===== config.mk =====
export PLATFORM = sky130hd
export DESIGN_NAME = joy_serial_reader
export DESIGN_NICKNAME = d
export VERILOG_FILES = /design/src/rtl/joy_serial_reader.sv
export SDC_FILE = /design/constraint.sdc
export NUM_CORES = 1
export LEC_CHECK = 0
export BUFFER_PORTS_ARGS = -buffer_cell sky130_fd_sc_hd__buf_2
export CAP_MARGIN = 10
export CORE_MARGIN = 4
export CORE_UTILIZATION = 28
export CTS_CLUSTER_DIAMETER = 150
export CTS_CLUSTER_SIZE = 12
export DETAILED_ROUTE_END_ITERATION = 6
export GPL_ROUTABILITY_DRIVEN = 0
export PLACE_DENSITY = 0.54
export SKIP_LAST_GASP = 1
export SLEW_MARGIN = 20
export SYNTH_ARGS = -nofsm -noshare
export SYNTH_HDL_FRONTEND = slang
export SYNTH_SLANG_ARGS = --single-unit

===== constraint.sdc =====
create_clock -name clk12 -period 4.28 [get_ports clk12]
set_clock_uncertainty 0.05 [all_clocks]
set_input_delay 0 -clock clk12 [delete_from_list [all_inputs] [get_ports clk12]]
set_output_delay 0 -clock clk12 [all_outputs]
set_load 0.02 [all_outputs]

===== src/rtl/joy_serial_reader.sv =====
`default_nettype none
// ============================================================================
// Module      : joy_serial_reader
// Description : Drives an external parallel-load shift-register chain
//               (joy_load_o / joy_clk_o) and deserialises its data line into
//               a flat, active-low button vector with a frame strobe and a
//               change flag.
// Options     : JOY_DEBOUNCE_EN - when defined, a frame is committed only if
//               it equals the previously captured frame (shadow register).
// Revision    : 1.0 - initial release
// ============================================================================
module joy_serial_reader #(
    parameter int NUM_PLAYERS     = 2,
    parameter int BITS_PER_PLAYER = 12,
    parameter int SKIP_BITS       = 1,
    parameter int CLK_DIV         = 8
) (
    input  logic                                   clk12,
    input  logic                                   pll_lckd,
    input  logic                                   en,
    input  logic                                   joy_data_i,
    output logic                                   joy_clk_o,
    output logic                                   joy_load_o,
    output logic [NUM_PLAYERS*BITS_PER_PLAYER-1:0] joy_o,
    output logic                                   frame_valid_o,
    output logic                                   changed_o
);

    localparam int c_N     = NUM_PLAYERS * BITS_PER_PLAYER;
    localparam int c_DIV_W = (CLK_DIV > 1) ? $clog2(CLK_DIV) : 1;
    localparam int c_BIT_W = (c_N > 1) ? $clog2(c_N) : 1;

    localparam logic [c_DIV_W-1:0] c_DIV_LAST = c_DIV_W'(CLK_DIV - 1);
    localparam logic [c_DIV_W-1:0] c_DIV_ONE  = c_DIV_W'(1);
    localparam logic [c_BIT_W-1:0] c_BIT_LAST = c_BIT_W'(c_N - 1);
    localparam logic [c_BIT_W-1:0] c_BIT_ONE  = c_BIT_W'(1);
    localparam logic [3:0]         c_SKIP_NUM = 4'(SKIP_BITS);

    typedef enum logic [2:0] {
        ST_IDLE   = 3'd0,
        ST_LOAD   = 3'd1,
        ST_SKIP   = 3'd2,
        ST_SHIFT  = 3'd3,
        ST_COMMIT = 3'd4
    } state_t;

    state_t             r_state;
    state_t             w_state_nxt;
    logic [c_DIV_W-1:0] r_div;
    logic               r_joy_clk;
    logic [1:0]         r_sync;
    logic [3:0]         r_skip_cnt;
    logic [3:0]         w_skip_nxt;
    logic [c_BIT_W-1:0] r_bit_cnt;
    logic [c_BIT_W-1:0] w_bit_nxt;
    logic [c_N-1:0]     r_shift;
    logic [c_N-1:0]     r_joy;
    logic               r_load_n;
    logic               r_frame_valid;
    logic               r_changed;
    logic               w_tick;
    logic               w_capture;
    logic               w_commit;
    logic               w_accept;

    // A tick is the cycle in which the divided shift clock rises.
    assign w_tick   = (r_div == c_DIV_LAST) && !r_joy_clk;
    assign w_commit = (r_state == ST_COMMIT);

    // Free-running divider producing the chain shift clock.
    always_ff @(posedge clk12 or negedge pll_lckd) begin
        if (!pll_lckd) begin
            r_div     <= '0;
            r_joy_clk <= 1'b0;
        end else if (r_div == c_DIV_LAST) begin
            r_div     <= '0;
            r_joy_clk <= ~r_joy_clk;
        end else begin
            r_div     <= r_div + c_DIV_ONE;
        end
    end

    // Two-flop synchroniser for the asynchronous chain data line.
    always_ff @(posedge clk12 or negedge pll_lckd) begin
        if (!pll_lckd) begin
            r_sync <= 2'b11;
        end else begin
            r_sync <= {r_sync[0], joy_data_i};
        end
    end

    // Next-state logic: each tick ends one chain period and samples the data
    // shown during it. The tick leaving LOAD already sees the first chain bit,
    // so it is the first discarded bit (or the first captured bit when no
    // bits are skipped); the capture that ends the skip run happens in SKIP.
    always_comb begin
        w_state_nxt = r_state;
        w_skip_nxt  = r_skip_cnt;
        w_bit_nxt   = r_bit_cnt;
        w_capture   = 1'b0;
        case (r_state)
            ST_IDLE: begin
                if (w_tick && en) begin
                    w_state_nxt = ST_LOAD;
                end
            end
            ST_LOAD: begin
                if (w_tick) begin
                    w_bit_nxt = '0;
                    if (SKIP_BITS > 0) begin
                        w_skip_nxt  = 4'd1;
                        w_state_nxt = ST_SKIP;
                    end else begin
                        w_capture   = 1'b1;
                        w_bit_nxt   = c_BIT_ONE;
                        w_state_nxt = ST_SHIFT;
                    end
                end
            end
            ST_SKIP: begin
                if (w_tick) begin
                    if (r_skip_cnt == c_SKIP_NUM) begin
                        w_capture   = 1'b1;
                        w_bit_nxt   = c_BIT_ONE;
                        w_state_nxt = ST_SHIFT;
                    end else begin
                        w_skip_nxt  = r_skip_cnt + 4'd1;
                    end
                end
            end
            ST_SHIFT: begin
                if (w_tick) begin
                    w_capture = 1'b1;
                    if (r_bit_cnt == c_BIT_LAST) begin
                        w_state_nxt = ST_COMMIT;
                    end else begin
                        w_bit_nxt   = r_bit_cnt + c_BIT_ONE;
                    end
                end
            end
            ST_COMMIT: begin
                w_state_nxt = ST_IDLE;
            end
            default: begin
                w_state_nxt = ST_IDLE;
            end
        endcase
    end

    // State and counter registers; load strobe is registered to stay glitch-free.
    always_ff @(posedge clk12 or negedge pll_lckd) begin
        if (!pll_lckd) begin
            r_state    <= ST_IDLE;
            r_skip_cnt <= '0;
            r_bit_cnt  <= '0;
            r_load_n   <= 1'b1;
        end else begin
            r_state    <= w_state_nxt;
            r_skip_cnt <= w_skip_nxt;
            r_bit_cnt  <= w_bit_nxt;
            r_load_n   <= (w_state_nxt != ST_LOAD);
        end
    end

    // Shift register, first captured bit ends up in the MSB.
    always_ff @(posedge clk12 or negedge pll_lckd) begin
        if (!pll_lckd) begin
            r_shift <= '1;
        end else if (w_capture) begin
            r_shift <= {r_shift[c_N-2:0], r_sync[1]};
        end
    end

`ifdef JOY_DEBOUNCE_EN
    logic [c_N-1:0] r_shadow;

    // Shadow holds the last captured frame; only a repeat is accepted.
    always_ff @(posedge clk12 or negedge pll_lckd) begin
        if (!pll_lckd) begin
            r_shadow <= '1;
        end else if (w_commit) begin
            r_shadow <= r_shift;
        end
    end

    assign w_accept = (r_shift == r_shadow);
`else
    assign w_accept = 1'b1;
`endif

    // Commit the completed frame to the output together with its strobes.
    always_ff @(posedge clk12 or negedge pll_lckd) begin
        if (!pll_lckd) begin
            r_joy         <= '1;
            r_frame_valid <= 1'b0;
            r_changed     <= 1'b0;
        end else begin
            r_frame_valid <= 1'b0;
            r_changed     <= 1'b0;
            if (w_commit && w_accept) begin
                r_joy         <= r_shift;
                r_frame_valid <= 1'b1;
                r_changed     <= (r_shift != r_joy);
            end
        end
    end

    assign joy_clk_o     = r_joy_clk;
    assign joy_load_o    = r_load_n;
    assign joy_o         = r_joy;
    assign frame_valid_o = r_frame_valid;
    assign changed_o     = r_changed;

endmodule
`default_nettype wire


==> metrics.cfg <==
[finish]
area_delta_synth_final_pct=18.1
insertedDiodeCount=0
multiInputGateArea_sq_um=1460
nNetsFinal=283
postLayoutCoreUtil_pct=34.2
design_area_sq_um=3950
area_taken_by_flip_flops_and_latches_sq_um=1790
post_route_cells_drive_above_1_share_pct=55.6
final.fill_count=1108

[clock_tree]
cts-htree-levels=3
worst_skew_pair.late_latency_ns=0.33
cts_root_buf=sky130_fd_sc_hd__clkbuf_16
tritoncts=built
cts.sinks=69
clkSlewWorstSetupHoldPaths_ns=0.05
cts_inserted_buffers=9
cts_resized=0
max-clock-path-buffers=2

[critical_path]
endpoint_kind=register
capturing_point_of_the_worst_reg2reg_path=r_shift[3]
worst-setup-path-type=reg -> reg
critical_path_required_ns=4.48
critical_path_depth=4
worst_r2r_startpoint=r_skip_cnt[0]
cpMaxStageDelayCell=sky130_fd_sc_hd__o21ai_4
type_of_element_launching_the_critical_path=register
critical_path.max_fanout=24
cp_slowest_stage_delay_ns=0.77
reg2reg_depth=4
crit_path_cell_trace=ha_1 > nor3b_2 > o21ai_4 > mux2_2
critPathTopFamily=compound AO/OA/AOI/OAI gates
r2r_slack_ns=2.12
path_buf_inv=0
cp_data_arrival_time_ns=2.36

[drt]
initialDrtViolationCount=102
detail_route.vias_per_cell=4.55
remaining_drc_errors=0
wl_per_cell_microns=14.4
drtAntennaViolNets=0
drt_wl_total_mm=6.08
first_pass_iteration_count_of_the_detailed_router=4
route.vias.total=1920

[place]
place.port_buffers=31
preCtsSetupSlack_ns=2.10
placed_cell_area_sq_um=3640
placed_wire_length_estimate_after_detailed_placement_mm=4.19

[synth]
synth_largest_area_cell=sky130_fd_sc_hd__dfstp_2
synth_nets=244
post_synth_num_cell_types=42
synth_area_per_cell_sq_um=14.2
syn-instance-count=235
mappedNetlistArea_sq_um=3350
postSynthRegisterBits=69
synth-main-ff-cell=sky130_fd_sc_hd__dfstp_2
synth_enable_flop_cells=0
synthTopCellsByArea=sky130_fd_sc_hd__dfstp_2 (40%), sky130_fd_sc_hd__mux2_4 (17%), sky130_fd_sc_hd__dfrtp_1 (13%)
ys_warn_count=0
yosys.area.top_type_share_pct=40.1
asyncSetResetFlopFracSynth_pct=100
post_synthesis_sequential_area_ratio_pct=53.5

[sta]
maxSlewViolCount=0
rsz0062_at_grt=no
highest_clock_rate_ghz=0.463
hold_viol=0
timing.final.ws_setup_ns=2.12
fin_tns_setup_ns=0
layout_min_cycle_time_ns=2.16
relSlewSlack_pct=33.3
tightestPinTransition_ns=0.997
timing.final.crit_share_pct=50.5
finalSetupViolCount=0

[global_routing]
first_global_vias=1967
antenna_found_initial=0
groute.usage.overall_pct=9.50
grt_pass1_wl_mm=10.5
grt.overflow.total=0
maximum_number_of_pins_on_one_net_before_global_route_repair=30

[floorplan]
fp-row-count=39
floorplan.initialDensity_pct=28.9
pin_count=32
core_footprint_sq_um=11600
die_h_microns=117
design.die.area_sq_um=13800
floorplan.die.width_microns=117

[power_and_ir_drop]
power-per-cell-area_nw_per_um2=357
max-vdd-ir-drop_v=0.000176
cellLeakagePower_nw=1.72

[hold_path]
min-delay-path-class=in -> async

[run]
maxCapViolations=0

[run_status]
status=completed

-- kinds of logic after synthesis --
kind of cell / count (synthesis) / synth area share, %
AOI/OAI and AO/OA: 24 / 4.64
xor gates and xnor gates: 25 / 6.54
adders and majority gates: 5 / 1.87
buffers and inverters: 14 / 2.99
DFF: 69 / 53.5
muxes: 53 / 22.0
and+or+nand+nor: 45 / 8.45
-- Yosys cell counts, drive strengths merged (4+ instances only) --
master and n:
xnor2 24, inv 6, a21oi 9, buf 8, o21ai 6, nand2b 4
ha 5, dfstp 51, dfrtp 18, nand2 5, nor3 4, mux2 50
nand4 8, nand3 6
-- area by class of cell --
cell class,instances,area share (%)
inverter,6,0.570
tap,143,4.53
timing repair buffer,36,5.32
clock inverter,4,1.23
sequential,69,45.3
multi-input combinational,152,36.8
clock buffer,12,6.24
-- per-layer routing --
metal	global-route usage [%]	up-vias	wire, microns
met4	2.64	0	71
met2	14.0	42	2680
met1	12.6	952	3010
li1	-	919	-
met5	0	-	0
met3	4.38	7	323
-- through the flow --
stage                     hold slack, ns  cells  total power, W
final                              0.129    422         0.00141
after global routing               0.137    422         0.00147
after CTS                         0.0996    422         0.00144
after detailed placement         -0.0392    404        0.000691
after global placement            0.0573    403        0.000688
after floorplan                   -0.346    235        0.000672
-- layout by cell type (no fill, tap or decap), drive strengths merged, types with 2 or more instances in the layout --
master and count:
a21boi 3, a21oi 9, a31oi 2, and3 2, buf 34, clkbuf 12
clkinv 3, dfrtp 18, dfstp 51, dlygate4sd3 2, ha 5, inv 6
mux2 50, mux2i 3, nand2 5, nand2b 4, nand3 6, nand4 8
nor2 3, nor3 4, nor3b 2, nor4 3, o21ai 6, xnor2 24
-- worst max path at each step --
stage / startpoint / to / slack (ns)
2_1_floorplan: r_div[0] / r_bit_cnt[0] / 2.53
3_3_place_gp: r_skip_cnt[0] / r_shift[3] / 2.15
3_5_place_dp: r_skip_cnt[0] / r_shift[3] / 2.10
4_1_cts: r_skip_cnt[0] / r_shift[3] / 2.08
5_1_grt: r_skip_cnt[0] / r_shift[3] / 1.98
6_report: r_skip_cnt[0] / r_shift[3] / 2.12
-- what timing repair did --
action | 4_1_cts | 5_1_grt
hold endpoints to repair | 23 | 0
setup buffers | 0 | 0
hold buffers | 2 | 0
setup endpoints to repair | 0 | 0
-- power by group --
part           internal [W]  switching [W]
registers          0.000659     0.00000130
logic            0.00000652      0.0000146
clock network      0.000466       0.000265
total               0.00113       0.000281
-- registers in the layout, summed over array words and instances, names as in the netlist --
register       count
joy_load_o         1
changed_o          1
frame_valid_o      1
joy_o             24
r_bit_cnt          5
r_div              3
r_shift           24
joy_clk_o          1
r_skip_cnt         4
r_sync             2
r_state            3
(Power assumes the default switching activity.)
